===== src/rtl/mem_access.sv =====
// Load/store stage: registers one memory op, runs the dmem req/ack handshake,
// aligns/extends load data into a register write-back and flags faulting ops.
module mem_access #(
  parameter int cXLEN       = 32,
  parameter int cRegSelBitW = 5,
  parameter int cTimeout    = 255
) (
  input  logic                               iClk,
  input  logic                               iRst,
  // {addr, data, rdAddr, opType[2:0], read, write}
  input  logic [2*cXLEN+cRegSelBitW+4:0]     iMemOp,
  output logic                               oStall,
  output logic                               oDmemReq,
  output logic                               oDmemWe,
  output logic [cXLEN-1:0]                   oDmemAddr,
  output logic [3:0]                         oDmemBe,
  output logic [cXLEN-1:0]                   oDmemWData,
  input  logic                               iDmemAck,
  input  logic [cXLEN-1:0]                   iDmemRData,
  // {addr, data, dv}
  output logic [cRegSelBitW+cXLEN:0]         oRegWB,
  output logic                               oExcValid,
  output logic [1:0]                         oExcCause,
  output logic [cXLEN-1:0]                   oExcAddr
);

  typedef enum logic [1:0] {S_IDLE, S_WAIT, S_WB} state_t;
  localparam logic [7:0] TO_LAST = 8'(cTimeout - 1);

  logic                   op_write, op_read;
  logic [2:0]             op_type;
  logic [cRegSelBitW-1:0] op_rd;
  logic [cXLEN-1:0]       op_data, op_addr;

  assign op_write = iMemOp[0];
  assign op_read  = iMemOp[1];
  assign op_type  = iMemOp[4:2];
  assign op_rd    = iMemOp[cRegSelBitW+4:5];
  assign op_data  = iMemOp[cXLEN+cRegSelBitW+4:cRegSelBitW+5];
  assign op_addr  = iMemOp[2*cXLEN+cRegSelBitW+4:cXLEN+cRegSelBitW+5];

  state_t                 state_q, state_d;
  logic [7:0]             cnt_q, cnt_d;
  logic [cXLEN-1:0]       addr_q, addr_d, wdata_q, wdata_d;
  logic [cRegSelBitW-1:0] rd_q, rd_d, wb_addr_q, wb_addr_d;
  logic [2:0]             type_q, type_d;
  logic                   we_q, we_d;
  logic [3:0]             be_q, be_d;
  logic [cXLEN-1:0]       wb_data_q, wb_data_d;
  logic                   wb_dv_q, wb_dv_d;
  logic                   exc_valid_q, exc_valid_d;
  logic [1:0]             exc_cause_q, exc_cause_d;
  logic [cXLEN-1:0]       exc_addr_q, exc_addr_d;

  logic                   op_illegal, op_misal;
  logic [3:0]             st_be;
  logic [cXLEN-1:0]       st_wdata, ld_sh, ld_ext;

  assign op_illegal = (op_read & op_write)
                    | (op_read & (op_type == 3'b011 || op_type == 3'b110 || op_type == 3'b111))
                    | (op_write & (op_type[2] | (op_type[1:0] == 2'b11)));
  assign op_misal   = ((op_type[1:0] == 2'b01) & op_addr[0])
                    | ((op_type[1:0] == 2'b10) & (op_addr[1:0] != 2'b00));

  always_comb begin
    st_be    = 4'b1111;
    st_wdata = op_data;
    case (op_type[1:0])
      2'b00: begin st_be = 4'b0001 << op_addr[1:0]; st_wdata = {4{op_data[7:0]}};  end
      2'b01: begin st_be = 4'b0011 << op_addr[1:0]; st_wdata = {2{op_data[15:0]}}; end
      default: ;
    endcase
  end

  // Extraction works straight off the ack-cycle read word, so WB needs no extra stage.
  assign ld_sh = iDmemRData >> {addr_q[1:0], 3'b000};
  always_comb begin
    ld_ext = iDmemRData;
    case (type_q)
      3'b000: ld_ext = {{(cXLEN-8){ld_sh[7]}},   ld_sh[7:0]};
      3'b001: ld_ext = {{(cXLEN-16){ld_sh[15]}}, ld_sh[15:0]};
      3'b100: ld_ext = {{(cXLEN-8){1'b0}},       ld_sh[7:0]};
      3'b101: ld_ext = {{(cXLEN-16){1'b0}},      ld_sh[15:0]};
      default: ;
    endcase
  end

  always_comb begin
    state_d     = state_q;
    cnt_d       = cnt_q;
    addr_d      = addr_q;
    wdata_d     = wdata_q;
    rd_d        = rd_q;
    type_d      = type_q;
    we_d        = we_q;
    be_d        = be_q;
    wb_addr_d   = wb_addr_q;
    wb_data_d   = wb_data_q;
    wb_dv_d     = 1'b0;
    exc_valid_d = 1'b0;
    exc_cause_d = exc_cause_q;
    exc_addr_d  = exc_addr_q;
    case (state_q)
      S_IDLE: if (op_read | op_write) begin
        if (op_illegal || op_misal) begin
          exc_valid_d = 1'b1;
          exc_cause_d = op_illegal ? 2'b10 : 2'b01;
          exc_addr_d  = op_addr;
        end else begin
          state_d = S_WAIT;
          cnt_d   = 8'd0;
          addr_d  = op_addr;
          rd_d    = op_rd;
          type_d  = op_type;
          we_d    = op_write;
          be_d    = st_be;
          wdata_d = st_wdata;
        end
      end
      S_WAIT: begin
        // Ack is checked first so it wins over a same-cycle timeout.
        if (iDmemAck) begin
          if (we_q) state_d = S_IDLE;
          else begin
            state_d   = S_WB;
            wb_dv_d   = (rd_q != '0);
            wb_addr_d = rd_q;
            wb_data_d = ld_ext;
          end
        end else if (cnt_q == TO_LAST) begin
          state_d     = S_IDLE;
          exc_valid_d = 1'b1;
          exc_cause_d = 2'b11;
          exc_addr_d  = addr_q;
        end else begin
          cnt_d = cnt_q + 8'd1;
        end
      end
      default: state_d = S_IDLE;
    endcase
  end

  always_ff @(posedge iClk or posedge iRst) begin
    if (iRst) begin
      state_q     <= S_IDLE;
      cnt_q       <= '0;
      addr_q      <= '0;
      wdata_q     <= '0;
      rd_q        <= '0;
      type_q      <= '0;
      we_q        <= 1'b0;
      be_q        <= '0;
      wb_addr_q   <= '0;
      wb_data_q   <= '0;
      wb_dv_q     <= 1'b0;
      exc_valid_q <= 1'b0;
      exc_cause_q <= '0;
      exc_addr_q  <= '0;
    end else begin
      state_q     <= state_d;
      cnt_q       <= cnt_d;
      addr_q      <= addr_d;
      wdata_q     <= wdata_d;
      rd_q        <= rd_d;
      type_q      <= type_d;
      we_q        <= we_d;
      be_q        <= be_d;
      wb_addr_q   <= wb_addr_d;
      wb_data_q   <= wb_data_d;
      wb_dv_q     <= wb_dv_d;
      exc_valid_q <= exc_valid_d;
      exc_cause_q <= exc_cause_d;
      exc_addr_q  <= exc_addr_d;
    end
  end

  assign oStall     = (state_q != S_IDLE);
  assign oDmemReq   = (state_q == S_WAIT);
  assign oDmemWe    = we_q;
  assign oDmemAddr  = {addr_q[cXLEN-1:2], 2'b00};
  assign oDmemBe    = be_q;
  assign oDmemWData = wdata_q;
  assign oRegWB     = {wb_addr_q, wb_data_q, wb_dv_q};
  assign oExcValid  = exc_valid_q;
  assign oExcCause  = exc_cause_q;
  assign oExcAddr   = exc_addr_q;

endmodule


===== config.mk =====
export PLATFORM = sky130hd
export DESIGN_NAME = mem_access
export DESIGN_NICKNAME = d
export VERILOG_FILES = /design/src/rtl/mem_access.sv
export SDC_FILE = /design/constraint.sdc
export NUM_CORES = 1
export LEC_CHECK = 0
export ABC_AREA = 1
export CAP_MARGIN = 5
export CORE_MARGIN = 8
export CORE_UTILIZATION = 52
export DETAILED_ROUTE_END_ITERATION = 8
export GPL_ROUTABILITY_DRIVEN = 0
export GPL_TIMING_DRIVEN = 0
export PLACE_DENSITY = 0.85
export SLEW_MARGIN = 20
export SYNTH_ARGS = -nofsm -noshare
export SYNTH_HDL_FRONTEND = slang
export SYNTH_SLANG_ARGS = --single-unit

===== constraint.sdc =====
create_clock -name iClk -period 10.1 [get_ports iClk]
set_input_delay 1.515 -clock iClk [delete_from_list [all_inputs] [get_ports iClk]]
set_output_delay 1.515 -clock iClk [all_outputs]
set_load 0.05 [all_outputs]

==> reports/metrics.cfg <==
[sta]
relSlewSlack_pct=61.22
fmax_ghz=0.2450
post-route-period-util_pct=40.41
period_needed_ns=4.081
tns_ns=0
rsz0062_at_grt=no
fin_ws_ns=6.019
setup_viol=0
tightest_slew_ns=0.5798
report.final.slew_viol_count=0
clock_skew_ns=0.007022
hold_viol_final=0

[clock_network]
clk_pin_slew_worst_paths_ns=0.06
clockBufferDepth=2
h-tree-depth=4
holdBufCountCts=0
postCtsSetupBuffers=0
root_buffer=clkbuf_16
cts_tree=done
clock-sinks=160
clk_latency_ns=0.43
cts_buffers=17
cts_resized=0

[drt]
ant_nets=0
routed_wl_um=28740
detail_route.wl_per_cell_um=17.73
avgViaCountPerCell=5.456
via_count=8844
first_pass_iters=5
dr.first_iter.drc_count=675
drc=0

[pwr]
powerDensity_nw_per_um2=379.7
fin_total_pwr_w=0.004466
power_leakage_nw=5.816
peakVddDrop_mv=0.1964

[floorplan]
die_w_um=143.2
fp.dieH_um=143.2
core_um2=15830
die_area_um2=20490
rows=46
top_level_ports=253
start_util_pct=53.12

[synth]
synthFlopType=dfrtp_1
ys_warn_count=0
synth_cell_type_count=27
synth_area_leaders=dfrtp_1, nand2_1, nand4_1
yosys_register_bits=160
synth_top_area_cell=dfrtp_1
synth-edff-count=0
synth_area_um2=8408
async_flop_share_pct=100.0
yosysTopAreaCellShare_pct=47.62
avgSynthCellArea_um2=7.494
ys_seq_area_share_pct=47.62
syn_inst=1122

[place]
dp_hpwl_um=21960
portBuffers=249
dp_slack_ns=6.439

[setup_path]
worst_r2r_path_depth=5
required_ns=8.59
regToRegStartpoint=state_q[1]
slowest_stage=clkdlybuf4s50_1
endpoint_kind=output port
crit_fanout=10
ff2ff_setup_slack_ns=7.91
worstSetupStartpointType=flop
worstReg2RegEnd=type_q[1]
arrival_ns=2.57
max_stage_delay_ns=0.91
crit_chain=inv_1 > nand2_2 > inv_2 > clkbuf_1 > clkdlybuf4s50_1
path_class=flop to output port

[grt]
antenna_found_initial=0
first_global_vias=8488
grt_pass1_wl_um=44840
grt_max_degree=106
groute.usage.overall_pct=28.15
gr-total-overflow=0

[flow_run]
drv_cap=0

[finish]
final_net_count=1503
post-route-util_pct=74.32
antennaDiodeCount=0
final_cell_mix=nand2_1, clkdlybuf4s50_1, dfrtp_1
area_growth_pct=39.90
final_common_cell=nand2_1
drive_gt1_share_pct=7.829

[hold_path]
min_to=oDmemWData[3]
hp-start=oDmemWData[3]
hp-class=flop to flop
hold_depth=2

[outcome]
status=complete, no violations

[power by group]
group | leakage [nW] | internal, W | switching [W]
clock network | 0.251 | 0.000351 | 0.000261
logic | 3.58 | 0.000865 | 0.00186
registers | 1.99 | 0.000937 | 0.000190
[stage by stage]
| stage | hold WS, ns | instance area, µm² | instances |
|---|---|---|---|
| floorplan | 0.4419 | 8412 | 1123 |
| global placement | 0.4535 | 11170 | 1588 |
| detailed placement | 0.4615 | 11210 | 1589 |
| CTS | 0.4789 | 11760 | 1621 |
| global route | 0.4939 | 11760 | 1621 |
| finish | 0.4779 | 11760 | 1621 |
[registers in the layout (all words and copies together), names as in the netlist]
signal      flops
wb_addr_q       5
oExcCause       2
type_q          3
state_q         2
cnt_q           8
rd_q            5
oExcAddr       32
addr_q         32
oDmemBe         4
oDmemWe         1
oExcValid       1
wb_dv_q         1
wb_data_q      32
oDmemWData     32
[critical path, delay by kind of cell, from the launching register on]
family / cells / cell delay (ns)
buf+inv: 4 / 1.57
flops: 1 / 0.43
simple gates: 1 / 0.13
[per-layer routing]
layer | vias to the layer above | global-route usage [%] | part of all wire (%)
li1 | 4199 | - | -
met1 | 4119 | 35.05 | 39
met2 | 441 | 45.06 | 47
met3 | 85 | 6.277 | 9.3
met4 | 0 | 14.43 | 4.5
met5 | - | 0 | 0
[Yosys cell counts, drive strengths merged, types with 2 or more instances]
cell type,n
a21oi,12
buf,69
clkbuf,40
dfrtp,160
ha,2
inv,61
nand2,479
nand3,63
nand4,112
nor2,39
nor3,3
o211ai,17
o21ai,44
o22ai,16
xnor2,2
[cell families (layout without fill, tap and decap cells)]
group	count (synthesis)	in the layout	share of synthesized area (%)
buffers and inverters	170	452	9.821
flip-flops	160	160	47.62
other	1	2	0.04460
adder cells (fa/ha/maj)	2	2	0.2976
AO/OA/AOI/OAI	90	90	6.131
AND/OR/NAND/NOR	696	696	35.77
XOR/XNOR	3	3	0.3126
[cell type report]
cell class                 instances  area (µm²)
fill                            1219        4065
sequential                       160        4004
multi-input combinational        793        3582
timing repair buffer             250        2520
buffer                           109       596.8
clock buffer                      23       467.9
tap                              216       270.3
inverter                          61       236.5
clock inverter                     9       85.08
[worst max-delay path by stage]
stage / start / slack, ns / to / cells past startpoint
floorplan: iRst / 4.27 / addr_q[0] / 1
global placement: iRst / 2.18 / oDmemWData[1] / 2
detailed placement: iMemOp[0] / 6.44 / type_q[1] / 7
CTS: state_q[1] / 6.02 / oDmemReq / 5
global route: state_q[1] / 5.89 / oDmemReq / 5
finish: state_q[1] / 6.02 / oDmemReq / 5
(Power assumes the default switching activity.)
==> RTL edit 1, RTL diff (same flow settings) <==
Encoding of `state_t`: now one-hot (3 bits for 3 states).
--- a/src/rtl/mem_access.sv
+++ b/src/rtl/mem_access.sv
@@ -24,7 +24,7 @@
   output logic [cXLEN-1:0]                   oExcAddr
 );
 
-  typedef enum logic [1:0] {S_IDLE, S_WAIT, S_WB} state_t;
+  typedef enum logic [2:0] {S_IDLE = 3'b001, S_WAIT = 3'b010, S_WB = 3'b100} state_t;
   localparam logic [7:0] TO_LAST = 8'(cTimeout - 1);
 
   logic                   op_write, op_read;
Formal check against the unedited RTL: same outputs for any inputs over 4 cycles, from zero or initial values and one cycle with iRst high; so few cycles prove little.
==> RTL edit 1 against the unedited design <==
Synthesized area decreased by 5.1%; critical path depth unchanged; cell area decreased by 3.3%; sequential cell count increased by 1; first-iteration DRC count decreased by 9.0%; setup slack improved by 0.049 ns; routed wire length decreased by 5.5%; core utilization increased by 1.1 points; power decreased by 3.8%.
==> RTL edit 1: results (changes against the unedited design) <==
status=complete, no violations; clk cell area share=0.0543 (+0.00732); met3 Track Usage GR=0.0921 (+0.0293); seq pwr=around 1.1 mW; initial antenna violation count=1 (+1); clk slew on worst S/H paths=0.06 ns (about the same); post-cts sizing count=0 (unchanged); Post-Syn Instances=1008 (-10%); DP HPWL=20200 um (-8.1%); number of non-clock inverters in the layout=99 (+62%); Max IR drop VDD=247 uV (+26%); largest net degree at the start of global routing=82 (-23%); clkbuf count=20 (-13%); Filler Cells Inserted=1117 (-8.4%); First-pass DRT Iterations=7 (+2); P per Cell Area=378 nW/um2 (-0.54%); initial DRC count=614 (-9.0%); first-pass GRT wire length=43300 um (-3.4%); Rel. slew slack=0.558 (-0.0542); Netlist cell types=32 (+19%); post-CTS repair timing setup buffer count=0 (unchanged); Power Internal=2.18 mW (+1.3%); Synth top cells by count=314 x nand2_1, 160 x dfrtp_1, 92 x inv_1; CP arrival=2.52 ns (-0.05 ns); layout cells sized above 1=0.0906 (+0.0123); DR WL met3=3030 um (+13%); clock skew=0.00616 ns (-0.000865 ns); FFs w/ async S/R, synth=1.00 (unchanged); antenna fix cells=0 (unchanged); NumNets Final=1390 (-7.5%); register area share after synthesis=0.505 (+0.0287); compound-gate portion of the synthesized area=0.152 (+0.0911); Switch Pwr=2.11 mW (-8.6%); FF/Latch Area=4030 um2 (+0.66%); Seq Cell Count=161 (+0.63%); Buffers on Ports=250 (+0.40%); Total Wirelength=27200 um (-5.5%); drt via density=5.42 (-0.64%); xor-xnor portion of the synthesized cell area=0.00658 (+0.00346); DR WL/cell=18.4 um (+3.6%); post-synthesis mux area share=0 (unchanged); gr usage total=0.281 (-0.000342); met2 routed WL=12900 um (-3.9%); Crit path largest cell delay=0.90 ns; Placement Setup Slack=6.52 ns (+0.0828 ns); Leak=5.46 nW (-6.1%); Non-CTS buffers=337 (-6.1%); wire length on met1=10100 um (-11%); Post-Place Cell Area=10800 um2 (-4.0%); #MultiIn Comb=663 (-16%); P_clk=0.675 mW (+10%); footprint of the multi-input gates=3040 um2 (-15%); largest cells by area after synthesis=dfrtp_1 50%, nand2_1 15%, o21ai_0 5.0%, inv_1 4.3%, o21ai_1 4.1%; vias in the first global route=8160 (-3.9%); NonClk Buf Share=0.270 (+0.00549); Post-Synth Adder-Cell Area=0.00314 (+0.000159); Top Metal Used=met5; met1 Track Usage GR=0.327 (-0.0234); M2 GR Usage=0.460 (+0.00922)
-- RTL edit 1: cell count changes after synthesis, sizes merged, moves of 3 or more --
cell | unedited run | this run
o211ai | 17 | 13
nand2 | 479 | 319
a21oi | 12 | 45
nand3 | 63 | 53
inv | 61 | 99
clkbuf | 40 | 22
buf | 69 | 64
xor2 | 1 | 4
o21bai | 0 | 7
o21ai | 44 | 145
nor2 | 39 | 50
nand4 | 112 | 1
-- RTL edit 1: path summary, 6_finish.rpt --
check                        startpoint       endpoint  slack, ns  cells after the start
setup / recovery             state_q[0]       oDmemReq       6.07                      5
min in group asynchronous          iRst  wb_data_q[26]       1.54                      2
setup reg to reg             state_q[0]    oExcAddr[3]       8.21                     10
max in group asynchronous          iRst  oDmemWData[8]       7.75                      3
hold reg to reg            oExcAddr[23]   oExcAddr[23]       0.47                      2
hold / removal             oExcAddr[23]   oExcAddr[23]       0.47                      2
==> RTL edit 2, RTL diff (config.mk and constraints unchanged) <==
Made on the original files. Change the parameter `cRegSelBitW` from 5 to 3.
--- a/src/rtl/mem_access.sv
+++ b/src/rtl/mem_access.sv
@@ -2,7 +2,7 @@
 // aligns/extends load data into a register write-back and flags faulting ops.
 module mem_access #(
   parameter int cXLEN       = 32,
-  parameter int cRegSelBitW = 5,
+  parameter int cRegSelBitW = 3,
   parameter int cTimeout    = 255
 ) (
   input  logic                               iClk,
Interface: changed (resized iMemOp and oRegWB); port bits go from 253 to 249. No check against the original RTL was run, so the function may have changed too.
==> RTL edit 2 against the unedited design <==
Setup slack worse by 0.066 ns; critical path depth stayed put; power is 1.6% lower; via count is 1.4% lower; routed wire length is 2.8% lower; core utilization is 0.60 points lower; synthesized area is 1.9% lower; cell area is 1.5% lower; sequential cell count is 4 lower; die area is 1.7% lower; highest routed layer unchanged.
==> RTL edit 2: results (changes against the unedited design) <==
worst r2r dst=oExcAddr[19]; Max IR drop VDD=247 uV (+26%); largest net degree at the start of global routing=86 (-19%); vias in the first global route=8428 (-0.71%); Synth Warn #=0 (unchanged); Synth top cells by count=463 x nand2_1, 156 x dfrtp_1, 110 x nand4_1; Total Wirelength=27900 um (-2.8%); Post-Syn Instances=1103 (-1.7%); reg-to-reg slack, setup=7.85 ns (-0.06 ns); Post-Place Cell Area=11000 um2 (-1.7%); first-pass GRT wire length=43800 um (-2.4%); Fin Hold WS=0.472 ns (-0.00608 ns); Leak=5.71 nW (-1.9%); R2R cell count=9 (+4); Buffers on Ports=246 (-1.2%); xor-xnor portion of the synthesized cell area=0.00319 (+0.0000607); Switch Pwr=2.29 mW (-1.1%); Hold Startpoint=oDmemWData[21]; Post-Synth Adder-Cell Area=0.00303 (+0.0000578); Netlist cell types=26 (-3.7%); initial DRC count=729 (+8.0%); register area share after synthesis=0.473 (-0.00289); Switching Share=0.521 (+0.00254); via count=8724 (-1.4%); NumNets Final=1479 (-1.6%); CP arrival=2.63 ns (+0.06 ns); P_clk=0.621 mW (+1%); clock tree root driver cell=clkbuf_16; HP Class=flop to flop; post-route setup slack=5.95 ns (-0.0662 ns); Rel. slew slack=0.594 (-0.0185); First-pass DRT Iterations=6 (+1); DP HPWL=21000 um (-4.2%); Placement Setup Slack=6.26 ns (-0.183 ns); initial antenna violation count=0 (unchanged); gr usage total=0.276 (-0.00564); layout cells sized above 1=0.0745 (-0.00382); status=complete, no violations; Sequential Power Share=0.249 (-0.003); Worst Hold Path EP=oDmemWData[21]; antenna fix cells=0 (unchanged); DR WL/cell=17.5 um (-1.4%); TritonCTS buffer count=17 (unchanged); clock skew=0.0138 ns (+0.00674 ns); Inst Count DP=1567 (-1.4%); compound-gate portion of the synthesized area=0.0642 (+0.00286); largest cells by area after synthesis=dfrtp_1 47%, nand2_1 21%, nand4_1 8.3%, buf_4 3.6%, nand3_1 3.6%
[RTL edit 2: cell count changes after synthesis, moves of 3 or more]
cell      unedited run  this run
buf_1                6         3
buf_4               36        40
o21ai_1              4         1
dfrtp_1            160       156
clkbuf_1            40        49
o21ai_0             40        45
nand2_1            476       463
buf_2               24        12
[RTL edit 2: final cells by class]
| type | instances | area (um2) |
|---|---|---|
| Sequential cell | 156 | 3900 |
| Timing Repair Buffer | 247 | 2490 |
| Buffer | 109 | 612 |
| Inverter | 62 | 240 |
| Tap cell | 216 | 270 |
| Multi-Input combinational cell | 777 | 3500 |
| Clock buffer | 18 | 429 |
| Fill cell | 1251 | 4130 |
| Clock inverter | 14 | 134 |
[RTL edit 2: metal layers]
layer / wire length, um / track usage / vias to the layer above
met3: 2600 / 0.0812 / 90
met1: 11000 / 0.332 / 4054
li1: - / - / 4135
met2: 13200 / 0.448 / 445
met4: 1110 / 0.128 / 0
met5: 0 / 0 / -
